File: src/rtl/r5fp_square_seq_pkg.sv
// Shared encodings for the sequential R5FP square: rounding modes, status bit positions and FSM states.
package r5fp_square_seq_pkg;

    localparam logic [2:0] RND_NEAREST_EVEN = 3'd0;
    localparam logic [2:0] RND_TO_ZERO      = 3'd1;
    localparam logic [2:0] RND_UP           = 3'd2;
    localparam logic [2:0] RND_DOWN         = 3'd3;
    localparam logic [2:0] RND_FROM_ZERO    = 3'd4;

    localparam int Z_IS_ZERO = 0;
    localparam int Z_IS_INF  = 1;
    localparam int Z_INVALID = 2;
    localparam int Z_TINY    = 3;
    localparam int Z_HUGE    = 4;
    localparam int Z_INEXACT = 5;

    typedef enum logic [1:0] {IDLE, MUL, ROUND} state_t;

    // Results are never negative, so UP/FROM_ZERO both round away and DOWN truncates.
    function automatic logic round_up(input logic [2:0] rnd, input logic guard,
                                      input logic sticky, input logic lsb);
        case (rnd)
            RND_NEAREST_EVEN:        return guard & (sticky | lsb);
            RND_UP, RND_FROM_ZERO:   return guard | sticky;
            default:                 return 1'b0;
        endcase
    endfunction

endpackage

File: src/rtl/r5fp_square_seq_int_sq.sv
// Shift-add integer squarer: one multiplier bit per cycle LSB first, W cycles after strobe; no backpressure.
// complete is high during the final iteration, so p holds m*m from the following cycle on.
module r5fp_square_seq_int_sq #(
    parameter int W = 24
) (
    input  logic           clk,
    input  logic           reset,
    input  logic           strobe,
    input  logic [W-1:0]   m,
    output logic           complete,
    output logic [2*W-1:0] p
);
    localparam int CW = $clog2(W);

    logic [W-1:0]  mcand;
    logic [W-1:0]  mplier;
    logic [CW-1:0] cnt;
    logic          busy;
    logic [W:0]    sum;

    assign sum      = {1'b0, p[2*W-1:W]} + (mplier[0] ? {1'b0, mcand} : '0);
    assign complete = busy && (cnt == CW'(W-1));

    always_ff @(posedge clk or negedge reset) begin
        if (!reset) begin
            mcand  <= '0;
            mplier <= '0;
            cnt    <= '0;
            busy   <= 1'b0;
            p      <= '0;
        end else if (strobe) begin
            mcand  <= m;
            mplier <= m;
            cnt    <= '0;
            busy   <= 1'b1;
            p      <= '0;
        end else if (busy) begin
            p      <= {sum, p[W-1:1]};
            mplier <= mplier >> 1;
            cnt    <= cnt + 1'b1;
            if (complete)
                busy <= 1'b0;
        end
    end

endmodule

File: src/rtl/r5fp_square_seq.sv
// Sequential FP square z=a*a: SIG_W+2 cycles for normal operands, 1 for specials;
// strobe is taken only while ready, and results hold until the next accepted strobe.
module r5fp_square_seq
    import r5fp_square_seq_pkg::*;
#(
    parameter int SIG_W = 23,
    parameter int EXP_W = 8
) (
    input  logic                   clk,
    input  logic                   reset,
    input  logic [SIG_W+EXP_W:0]   a_in,
    input  logic [2:0]             rnd_in,
    input  logic                   strobe,
    output logic                   ready,
    output logic                   complete,
    output logic [SIG_W+EXP_W:0]   z,
    output logic [7:0]             status
);
    localparam int N  = SIG_W + EXP_W + 1;
    localparam int W  = SIG_W + 1;
    localparam int PW = 2 * W;
    localparam int EW = EXP_W + 2;
    localparam logic signed [EW-1:0] BIAS      = EW'((1 << (EXP_W - 1)) - 1);
    localparam logic signed [EW-1:0] EMAX      = EW'((1 << EXP_W) - 1);
    localparam logic [EXP_W-1:0]     EXP_ONES  = '1;
    localparam logic [EXP_W-1:0]     EXP_MAXF  = {{(EXP_W-1){1'b1}}, 1'b0};

    state_t               state, state_nxt;
    logic [N-2:0]         a_q;
    logic [2:0]           rnd_q;
    logic                 accept, in_normal, sq_start, sq_complete;
    logic [PW-1:0]        prod;

    assign in_normal = (a_in[N-2:SIG_W] != '0) && (a_in[N-2:SIG_W] != EXP_ONES);
    assign accept    = strobe && ready;
    assign sq_start  = accept && in_normal;

    always_ff @(posedge clk or negedge reset) begin
        if (!reset)
            state <= IDLE;
        else
            state <= state_nxt;
    end

    always_comb begin
        state_nxt = state;
        case (state)
            IDLE:    if (accept) state_nxt = in_normal ? MUL : ROUND;
            MUL:     if (sq_complete) state_nxt = ROUND;
            ROUND:   state_nxt = IDLE;
            default: state_nxt = IDLE;
        endcase
    end

    always_comb begin
        ready = (state == IDLE);
    end

    r5fp_square_seq_int_sq #(.W(W)) u_int_sq (
        .clk      (clk),
        .reset    (reset),
        .strobe   (sq_start),
        .m        ({1'b1, a_in[SIG_W-1:0]}),
        .complete (sq_complete),
        .p        (prod)
    );

    always_ff @(posedge clk or negedge reset) begin
        if (!reset) begin
            a_q   <= '0;
            rnd_q <= '0;
        end else if (accept) begin
            a_q   <= a_in[N-2:0];
            rnd_q <= rnd_in;
        end
    end

    logic [EXP_W-1:0]     exp_q;
    logic [SIG_W-1:0]     frac_q;
    logic [PW-2:0]        pn;
    logic [SIG_W-1:0]     frac_p;
    logic                 guard, sticky, inc;
    logic [SIG_W:0]       frac_r;
    logic signed [EW-1:0] e_pre, e_fin;
    logic [N-1:0]         z_nxt;
    logic [7:0]           st_nxt;

    assign exp_q  = a_q[N-2:SIG_W];
    assign frac_q = a_q[SIG_W-1:0];

    // Drop the leading one so pn starts at the first stored fraction bit.
    assign pn     = prod[PW-1] ? prod[PW-2:0] : {prod[PW-3:0], 1'b0};
    assign frac_p = pn[PW-2:W];
    assign guard  = pn[W-1];
    assign sticky = |pn[W-2:0];
    assign inc    = round_up(rnd_q, guard, sticky, frac_p[0]);
    assign frac_r = {1'b0, frac_p} + {{SIG_W{1'b0}}, inc};

    assign e_pre = $signed({1'b0, exp_q, 1'b0}) - BIAS + $signed({{(EW-1){1'b0}}, prod[PW-1]});
    assign e_fin = e_pre + $signed({{(EW-1){1'b0}}, frac_r[SIG_W]});

    always_comb begin
        z_nxt  = '0;
        st_nxt = '0;
        if (exp_q == EXP_ONES) begin
            if (frac_q == '0) begin
                z_nxt              = {1'b0, EXP_ONES, {SIG_W{1'b0}}};
                st_nxt[Z_IS_INF]   = 1'b1;
            end else begin
                z_nxt              = {1'b1, EXP_ONES, {(SIG_W-1){1'b0}}, 1'b1};
                st_nxt[Z_INVALID]  = 1'b1;
            end
        end else if (exp_q == '0) begin
            st_nxt[Z_IS_ZERO] = 1'b1;
            st_nxt[Z_TINY]    = (frac_q != '0);
            st_nxt[Z_INEXACT] = (frac_q != '0);
        end else if (e_fin >= EMAX) begin
            st_nxt[Z_HUGE]    = 1'b1;
            st_nxt[Z_INEXACT] = 1'b1;
            if (rnd_q == RND_TO_ZERO || rnd_q == RND_DOWN) begin
                z_nxt = {1'b0, EXP_MAXF, {SIG_W{1'b1}}};
            end else begin
                z_nxt            = {1'b0, EXP_ONES, {SIG_W{1'b0}}};
                st_nxt[Z_IS_INF] = 1'b1;
            end
        end else if (e_fin[EW-1] || e_fin == '0) begin
            st_nxt[Z_IS_ZERO] = 1'b1;
            st_nxt[Z_TINY]    = 1'b1;
            st_nxt[Z_INEXACT] = 1'b1;
        end else begin
            z_nxt             = {1'b0, e_fin[EXP_W-1:0], frac_r[SIG_W-1:0]};
            st_nxt[Z_INEXACT] = guard | sticky;
        end
    end

    always_ff @(posedge clk or negedge reset) begin
        if (!reset) begin
            z        <= '0;
            status   <= '0;
            complete <= 1'b0;
        end else begin
            complete <= (state == ROUND);
            if (state == ROUND) begin
                z      <= z_nxt;
                status <= st_nxt;
            end
        end
    end

endmodule

File: config.mk
export PLATFORM = sky130hd
export DESIGN_NAME = r5fp_square_seq
export DESIGN_NICKNAME = d
export VERILOG_FILES = /design/src/rtl/r5fp_square_seq_pkg.sv /design/src/rtl/r5fp_square_seq_int_sq.sv /design/src/rtl/r5fp_square_seq.sv
export SDC_FILE = /design/constraint.sdc
export NUM_CORES = 1
export LEC_CHECK = 0
export BUFFER_PORTS_ARGS = -buffer_cell sky130_fd_sc_hd__buf_2
export CORE_MARGIN = 2
export CORE_UTILIZATION = 25
export DETAILED_ROUTE_END_ITERATION = 6
export PLACE_DENSITY = 0.37
export RECOVER_POWER = 50
export SLEW_MARGIN = 15
export SYNTH_ARGS = -nofsm -noshare
export SYNTH_HDL_FRONTEND = slang
export SYNTH_HIERARCHICAL = 1
export SYNTH_SLANG_ARGS = --single-unit
File: constraint.sdc
create_clock -name clk -period 10.9 [get_ports clk]
set_input_delay 0.545 -clock clk [delete_from_list [all_inputs] [get_ports clk]]
set_output_delay 0.545 -clock clk [all_outputs]
set_load 0.05 [all_outputs]
==> qor.txt, run 1 <==
max-cap viol count - 5
1st-pass router iterations - 5
Crit Path Category - reg -> reg
CP Capture Type - flip-flop
Max-slew headroom - -136%
diode count - 0
setup bufs post-CTS - 0
Reg2Reg Depth - 20
# fillers - 4269
first-pass GRT wire length - 45.3 mm
grt ovf - 0
total power - 3.33 mW
synthesized cell area - 0.0101 mm²
final WL - 28.2 mm
Max FO, Critical Path - 51
die area - 0.0421 mm²
Worst path depth - 20
Setup crit end - z[0]
Core Footprint - 0.0398 mm²
EDFF count, synth - 0
final hold vios - 0
cell chain of the critical path - buf_4 -> a211oi_1 -> nand2_1 -> nor3_1 -> o21a_1 -> a2111oi_0 -> ha_1 -> and4_1 -> nand3_1 -> nor3_1 -> nand3_1 -> ha_1 -> inv_1 -> ha_1 -> xnor2_1 -> or4_1 -> a311o_1 -> and2_4 -> o2111a_2 -> a221o_1
Synth warnings - 6
CP required - 11.24 ns
M1 GR Usage - 19.9%
pin count of the biggest net entering global routing - 70
vias in the first global route - 7637
post-route clock skew - 0.0173 ns
layout cell share with drive strength beyond 1 - 13.9%
die height - 205 µm
CP top delay family - simple AND/OR/NAND/NOR gates
Port-buffer cells - 76
critical path's slowest cell - nor3_1
Post-synth top cells - dfrtp_1, nor2_1, nand2_1, mux2i_1, o21ai_0
WHS Path Cells - 3
cell count after placement - 1601
Final Max Slew Viols - 254
Synth top area share - 43.6%
Syn-to-layout area delta - 13.7%
Post-DP Area - 0.0109 mm²
Initial DRC Count - 583
GR Util met2 - 21.5%
CTS Root Cell - clkbuf_16
fin area - 0.0115 mm²
Initial Util - 25.4%
clock-pin slew on the worst setup and hold paths - 0.07 ns
GR peak layer - met2
htree depth - 4
worst hold path type - in -> reg
Setup WS post-layout - 4.49 ns
Layout Nets - 1163
Avg Cell Area, Syn - 9.61 µm²
status - complete, but fails checks
CP Data Arrival Time - 6.74 ns
dominant synthesized flop cell - dfrtp_1
CTS tree - done
die width - 205 µm
compound-gate portion of the synthesized area - 13.7%
dpl ws - 4.39 ns
row count - 73
sequential cell area fraction in the yosys report - 43.6%
clk_lat worst skew - 0.46 ns
GRT Total Usage - 13.9%
setup violators final - 0
WP buf/inv - 2
FFs w/ async S/R, synth - 100%
RSZ-0062 raised after global routing - false
simple-gate portion of the synthesized area - 18.7%
period utilisation layout - 58.8%
Synth area leader - dfrtp_1
multiplexer share of the synthesized area - 11.6%
crit path launch - u_int_sq/p[47]
Critical Path Source Type - flip-flop
violated checks - capacitance limit, slew limit
VDD IR-drop max - 0.000117 V
Post-Synth Adder-Cell Area - 3.79%
routed vias - 7746
Util after Layout - 28.9%
Clock Sinks - 176
slew at the pin closest to its max-slew limit - 3.54 ns
Crit path largest cell delay - 0.55 ns
reg2reg start - u_int_sq/p[47]
TritonCTS buffer count - 17
r2r endpoint - z[0]
drt drc - 0
Max Fclk - 156 MHz
# IOs - 80
Final Critical Period - 6.41 ns
Antenna Nets Post-Route - 0
hold bufs inserted after CTS - 0
setup_tns - 0 ns
met3 Use GR - 2.64%
PD cells - 290 mW/mm²
leakage power - 5.25 nW
post-CTS resize count - 0
Syn Inst Count - 1052
worst hold margin - 0.336 ns
most frequent CP cell - ha_1
Distinct cells, synth - 72
initial antenna violation count - 0
Synth area leaders - dfrtp_1, mux2i_1, mux2_2
Via density - 4.74
GP Congestion - 0.822
flops & latches, synth - 176
drt wl/cell - 17.3 µm
placed wire-length estimate - 20.4 mm
clk buf depth - 2
XOR/XNOR Fraction of Synth Area - 4.16%
Reg2Reg Setup Slack - 4.49 ns
largest family of logic cells by synthesized area - simple AND/OR/NAND/NOR gates
most frequent cell after synthesis - dfrtp_1
Post-Layout Cell Count - 1633
logic make-up after synthesis:
family                     count (synthesis)
other                                      2
and+or+nand+nor                          378
muxes                                    112
DFF                                      176
buffers and inverters                    100
xor gates and xnor gates                  48
AOI/OAI and AO/OA                        206
adders and majority gates                 30
worst min-delay path by stage:
stage                                 to  slack [ns]       from
after floorplan                   a_q[0]        0.25      reset
final                            a_q[25]        0.34   a_in[25]
after detailed placement           z[30]        0.46      z[30]
after global placement             z[30]        0.46      z[30]
after CTS                 u_int_sq/p[17]        0.08      reset
after global routing            rnd_q[2]        0.32  rnd_in[2]
registers in the layout (all words and copies together), names as in the netlist:
signal / count
a_q: 31
u_int_sq/p: 48
state: 2
complete: 1
u_int_sq/mcand: 24
rnd_q: 3
z: 32
u_int_sq/mplier: 24
u_int_sq/busy: 1
u_int_sq/cnt: 5
status: 5
layout make-up:
cell class	count	area [µm²]	area share [%]
clock inverter	15	188	1.63
tap	525	657	5.71
sequential	176	4410	38.3
clock buffer	17	425	3.70
timing repair buffer	85	412	3.58
inverter	37	139	1.21
multi-input combinational	778	5280	45.9
report_power, final:
part | total [mW] | internal (mW) | switching (mW)
sequential | 1.24 | 0.925 | 0.313
clock | 0.641 | 0.331 | 0.310
combinational | 1.46 | 0.599 | 0.857
total | 3.33 | 1.85 | 1.48
metal layers:
layer	vias to the layer above	wire (µm)
li1	3851	-
met1	3775	14300
met2	109	12800
met3	11	842
met4	0	213
met5	-	0
worst min-delay path, stage by stage:
cell and delay (ns):
buf_2 0.10, nand2_1 0.05, o21ai_0 0.06
layout by cell type, fill, tap and decap left out, drive strengths merged, types with 6 or more instances in the layout:
master	instances
o21ai	72
mux2i	70
ha	29
nor3	18
o211ai	11
buf	64
xnor2	21
inv	44
nor2b	13
dfrtp	176
a21o	11
mux2	42
and2	32
nand3	26
nand2b	12
nand4b	6
nand4	26
and4	6
a22o	24
a21oi	30
a211oi	10
a31oi	6
clkbuf	38
xor2	27
nor4	20
nand2	97
nor2	98
Note: power is estimated with default switching activity, not from simulation.
==> run 2: changes to the inputs <==
- ABC_AREA: unset -> 1
- PLACE_DENSITY: 0.37 -> 0.38
- clock period: 10.9 -> 5.4 ns (I/O delays scaled with it)
==> qor.txt, run 2 <==
status - complete, but fails checks
violated checks - capacitance limit, slew limit
GP Congestion - 0.843 (+2.5%)
PD cells - 581 mW/mm² (+100%)
Reg2Reg Depth - 24 (+20%)
Synth warnings - 6 (unchanged)
synthesized cell area - 0.0103 mm² (+2.3%)
EDFF count, synth - 0 (unchanged)
met3 wire length - 716 µm (-15%)
final hold vios - 0 (unchanged)
RSZ-0062 raised after global routing - false
crit path launch - u_int_sq/p[47]
worst hold path type - in -> reg
Crit Path Category - reg -> reg
die height - 207 µm (+1.1%)
Max FO, Critical Path - 23 (-55%)
row count - 74 (+1.4%)
CP Capture Type - flip-flop
Seq. cell area - 0.00440 mm² (about the same)
sequential cell area fraction in the yosys report - 42.6% (-0.98 points)
area of the multi-input gates - 0.00488 mm² (-7.5%)
hold-critical path endpoint - a_q[17]
Via density - 4.33 (-8.7%)
Top reg by flops - u_int_sq/p
# IOs - 80 (unchanged)
period utilisation layout - 81.0% (+22 points)
1st-pass router iterations - 5 (unchanged)
Clock Sinks - 176 (unchanged)
most common cell after layout, fill and taps aside - nand2_1
most frequent cells in the layout - nand2_1, inv_1, dfrtp_1
setup_tns - 0 ns (unchanged)
drt drc - 0 (unchanged)
most frequent cell after synthesis - nand2_1
diode count - 0 (unchanged)
max-cap viol count - 4 (-1)
Syn-to-layout area delta - 13.9%
Synth top area share - 42.6% (-0.98 points)
setup violators final - 0 (unchanged)
drt wl/cell - 14.7 µm (-15%)
WHS Path Cells - 2 (-1)
Post-synth top cells - nand2_1, inv_1, dfrtp_1, nor2_1, nand3_1
setup bufs post-CTS - 0 (unchanged)
pin count of the biggest net entering global routing - 73 (+4.3%)
layout cell share with drive strength beyond 1 - 8.54% (-5.4 points)
Antenna Nets Post-Route - 0 (unchanged)
Final Critical Period - 4.37 ns (-2.03 ns)
VDD IR-drop max - 0.000358 V (+210%)
Max Fclk - 229 MHz (+46%)
GRT Total Usage - 14.3% (+0.45 points)
post-CTS resize count - 0 (unchanged)
M1 WL - 15.5 mm (+8.3%)
FFs w/ async S/R, synth - 100% (unchanged)
Max-slew headroom - -86.2% (+50 points)
CTS Root Cell - clkbuf_16
placed wire-length estimate - 22.6 mm (+10%)
Avg Cell Area, Syn - 7.19 µm² (-25%)
final WL - 29.9 mm (+6.2%)
largest registers - u_int_sq/p (48), z (32), a_q (31)
Final Max Slew Viols - 234 (-7.9%)
# fillers - 4545 (+6.5%)
TritonCTS buffer count - 17 (unchanged)
hold bufs inserted after CTS - 1 (+1)
Distinct cells, synth - 46 (-36%)
reg2reg start - u_int_sq/p[47]
Reg2Reg Setup Slack - 1.03 ns (-3.47 ns)
Port-buffer cells - 76 (unchanged)
post-route clock skew - 0.0177 ns (+0.000424 ns)
routed length on met2 - 13.4 mm (+4.8%)
Layout Nets - 1566 (+35%)
Synth area leaders - dfrtp_1, nand2_1, inv_1
Syn Inst Count - 1439 (+37%)
slew at the pin closest to its max-slew limit - 2.79 ns (-0.745 ns)
worst hold margin - 0.0672 ns (-0.269 ns)
clk buf depth - 2 (unchanged)
Core Footprint - 0.0408 mm² (+2.5%)
flops & latches, synth - 176 (unchanged)
CP required - 5.79 ns (-5.45 ns)
die width - 207 µm (+1.1%)
leakage power - 6.11 nW (+16%)
Initial Util - 25.3% (-0.054 points)
first-pass GRT wire length - 49.0 mm (+8.2%)
Critical Path Source Type - flip-flop
vias in the first global route - 8741 (+14%)
DR top layer - met4
r2r endpoint - z[4]
htree depth - 4 (unchanged)
Initial DRC Count - 418 (-28%)
clock-pin slew on the worst setup and hold paths - 0.08 ns (about the same)
initial antenna violation count - 0 (unchanged)
CP Data Arrival Time - 4.76 ns (-1.98 ns)
Synth area leader - dfrtp_1
clk_lat worst skew - 0.46 ns (about the same)
worst hold start - a_in[17]
die area - 0.0430 mm² (+2.3%)
dominant synthesized flop cell - dfrtp_1
max reg flops - 48 (unchanged)
CTS tree - done
routed vias - 8852 (+14%)
grt ovf - 0 (unchanged)
run 2: changes by cell type after synthesis, moves of 25 or more:
cell     before  now
and2_1       31    1
nand3_1      26   66
mux2i_1      70    0
mux2_2       42   17
inv_1        36  211
o21ai_0      69   33
nand2_1      97  541
run 2: final cells by class:
cell class	count	share of cell area (%)
multi-input combinational	1005	41.4
sequential	176	37.4
inverter	214	6.82
tap	532	5.65
clock buffer	17	3.61
timing repair buffer	84	3.28
clock inverter	15	1.86
run 2: how the worst max path moves through the flow:
stage,end,slack [ns],cells after the start
floorplan,z[0],1.63,26
detailed placement,z[9],0.99,24
CTS,z[9],0.97,24
finish,z[4],1.03,24
global route,status[1],0.30,3
global placement,z[8],1.01,24
run 2: kinds of logic (layout without fill, tap and decap cells):
family                   after synthesis  in the layout  share of synthesized area [%]
XOR/XNOR                              16             16                           1.35
flip-flops                           176            176                           42.6
adder cells (fa/ha/maj)               30             30                           3.70
other                                  2              3                         0.0726
AO/OA/AOI/OAI                        156            156                           8.99
multiplexers                          17             17                           1.85
AND/OR/NAND/NOR                      783            783                           31.2
buffers and inverters                259            330                           10.3
run 2: worst max-delay path, cell delays in order (launching register included):
cell	delay, ns
dfrtp_1	0.43
o21ai_0	0.28
o21bai_1	0.12
a311oi_1	0.22
ha_1	0.34
inv_1	0.08
nor2_2	0.24
nand4_1	0.17
nor3_1	0.21
nand3_1	0.16
ha_1	0.29
inv_1	0.10
ha_1	0.19
nand2_1	0.06
inv_1	0.11
nand3_1	0.12
nand2_1	0.07
nand2_1	0.05
nand2_1	0.08
inv_1	0.08
nand3_2	0.10
nand3_2	0.10
nor2_4	0.47
nand2_1	0.12
nand2_1	0.08
run 2: stage by stage:
step                      std cells  setup WS, ns  area, µm²  util, %  power (mW)
after global placement         2010          1.01      11200     27.4        5.53
after detailed placement       2010         0.989      11200     27.4        5.55
after CTS                      2043         0.966      11900     29.0        7.00
after global routing           2043         0.297      11800     28.9        7.50
final                          2043          1.03      11800     28.9        6.85
after floorplan                1440          1.63      10300        -        4.68
run 2: where the power goes:
part | total, mW | switching [mW] | internal (mW)
clock | 1.41 | 0.615 | 0.793
combinational | 3.16 | 2.20 | 0.959
sequential | 2.28 | 0.402 | 1.88
total | 6.85 | 3.22 | 3.63
run 2: routing by layer:
layer	global-route usage [%]	vias to the layer above
li1	-	4625
met1	20.7	4109
met2	22.3	105
met3	2.12	13
met4	3.74	0
met5	0	-
==> run 3: changes to the inputs <==
- clock period: 5.4 -> 3.65 ns (I/O delays scaled with it)
==> qor.txt, run 3 (same netlist as run 2, synthesis figures left out) <==
status - complete, but fails checks
violated checks - capacitance limit, slew limit, setup timing
Crit Path Category - reg -> reg
Sw Share - 47.8% (+0.79 points)
TritonCTS buffer count - 17 (unchanged)
routed vias - 9345 (+5.6%)
Seq. cell area - 0.00441 mm² (about the same)
Initial DRC Count - 576 (+38%)
sequential power share - 30.4% (-2.9 points)
clock-pin slew on the worst setup and hold paths - 0.08 ns (about the same)
die area - 0.0430 mm² (unchanged)
Util after Layout - 32.1% (+3.2 points)
Clock power frac - 16.9% (-3.7 points)
PD cells - 844 mW/mm² (+45%)
layout cell share with drive strength beyond 1 - 17.3% (+8.8 points)
# fillers - 4494 (-1.1%)
diode count - 0 (unchanged)
Syn-to-layout area delta - 26.6%
leakage power - 6.68 nW (+9.3%)
slew at the pin closest to its max-slew limit - 2.46 ns (-0.335 ns)
Critical Path Source Type - flip-flop
grt ovf - 0 (unchanged)
Port-buffer cells - 76 (unchanged)
initial antenna violation count - 0 (unchanged)
CTS Root Cell - clkbuf_16
die height - 207 µm (unchanged)
cell count after placement - 2066 (+2.8%)
placed wire-length estimate - 23.5 mm (+4.1%)
Core Footprint - 0.0408 mm² (unchanged)
Final Critical Period - 3.68 ns (-0.695 ns)
Initial Util - 25.3% (unchanged)
die width - 207 µm (unchanged)
most common cell after layout, fill and taps aside - nand2_1
final hold vios - 0 (unchanged)
Antenna Nets Post-Route - 0 (unchanged)
Final Max Slew Viols - 94 (-60%)
internal power - 5.78 mW (+59%)
VDD IR-drop max - 0.000443 V (+24%)
fin area - 0.0131 mm² (+11%)
1st-pass router iterations - 6 (+1)
# IOs - 80 (unchanged)
max reg flops - 48 (unchanged)
clk_lat worst skew - 0.45 ns (about the same)
critical path's slowest cell - dfrtp_2
period utilisation layout - 101% (+20 points)
drt wl/cell - 14.8 µm (+1.2%)
largest registers - u_int_sq/p (48), z (32), a_q (31)
Max Fclk - 272 MHz (+19%)
setup_tns - -0.192 ns (-0.192 ns)
htree depth - 4 (unchanged)
pin count of the biggest net entering global routing - 94 (+29%)
Layout Nets - 1670 (+6.6%)
Comb pwr share - 52.6% (+6.5 points)
most frequent cells in the layout - nand2_1, inv_1, dfrtp_1
worst hold margin - 0.0263 ns (-0.0408 ns)
final WL - 31.8 mm (+6.4%)
first-pass GRT wire length - 51.0 mm (+4.0%)
Setup WS post-layout - -0.0284 ns (-1.05 ns)
Post-DP Area - 0.0117 mm² (+4.2%)
row count - 74 (unchanged)
vias in the first global route - 9180 (+5.0%)
CP Capture Type - flip-flop
Post-Layout Cell Count - 2147 (+5.1%)
max-cap viol count - 1 (-3)
Max FO, Critical Path - 7 (-70%)
Crit path largest cell delay - 0.44 ns (-0.03 ns)
Via density - 4.35 (+0.46%)
RSZ-0062 raised after global routing - true
CP required - 3.98 ns (-1.81 ns)
GP Congestion - 0.875 (+3.9%)
Top reg by flops - u_int_sq/p
setup violators final - 12 (+12)
CTS tree - done
area of the multi-input gates - 0.00530 mm² (+8.6%)
Clock Sinks - 176 (unchanged)
worst hold path type - in -> reg
drt drc - 0 (unchanged)
post-route clock skew - 0.0142 ns (-0.00354 ns)
GRT Total Usage - 15.0% (+0.64 points)
clk buf depth - 2 (unchanged)
most frequent CP cell - nand2_1
CP Data Arrival Time - 4.01 ns (-0.75 ns)
Max-slew headroom - -63.9% (+22 points)
Psw - 5.28 mW (+64%)
-- run 3: power groups by stage --
stage | sequential [mW] | combinational, mW | clock [mW]
final | 3.37 | 5.82 | 1.87
after global routing | 3.49 | 6.56 | 2.03
after CTS | 3.36 | 5.37 | 1.95
after detailed placement | 3.39 | 5.19 | 0
after global placement | 3.39 | 5.19 | 0
after floorplan | 3.79 | 3.14 | 0
-- run 3: path summary, 6_finish.rpt --
path                                    from                  end  slack [ns]  depth (start not counted)
hold / removal                      a_in[25]              a_q[25]        0.03                          3
max in group asynchronous              reset       u_int_sq/p[47]        0.44                          3
setup reg to reg              u_int_sq/p[47]                 z[5]       -0.03                         26
setup / recovery              u_int_sq/p[47]                 z[5]       -0.03                         26
hold reg to reg            u_int_sq/mcand[1]    u_int_sq/mcand[1]        0.47                          2
min in group asynchronous              reset  u_int_sq/mplier[21]        1.03                          2
-- run 3: layout make-up --
class,count,share of cell area (%)
multi-input cells,1008,40.5
flip-flops and latches,176,33.6
repair buffers,185,10.1
inverters,214,6.21
well taps,532,5.08
clock buffers,17,3.25
clock inverters,15,1.22
-- run 3: what timing repair did --
item,in CTS,in global routing
setup buffers,8,10
gates cloned,1,4
gates resized for setup,15,94
pin swaps,12,31
endpoints found under the hold margin,129,0
hold buffers,28,0
setup endpoints to repair,32,36
-- run 3: critical path, delay by kind of cell, from the launching register on --
kind                     cells  cell delay [ns]
flip-flops                   1             0.44
AO/OA/AOI/OAI                4             0.72
buffers and inverters        4             0.37
AND/OR/NAND/NOR             15             1.41
adder cells (fa/ha/maj)      3             0.61
-- run 3: through the flow --
step                      setup WS [ns]  power (mW)
after floorplan                  0.0202        6.93
after global placement           -0.200        8.58
after detailed placement         -0.239        8.58
after CTS                      -0.00769        10.7
after global routing             -0.272        12.1
final                           -0.0284        11.1
-- run 3: routing by layer --
layer / up-vias / global-route usage [%] / wire (µm)
li1: 4846 / - / -
met1: 4361 / 21.5 / 16300
met2: 119 / 23.5 / 14400
met3: 19 / 2.30 / 775
met4: 0 / 3.67 / 435
met5: - / 0 / 0
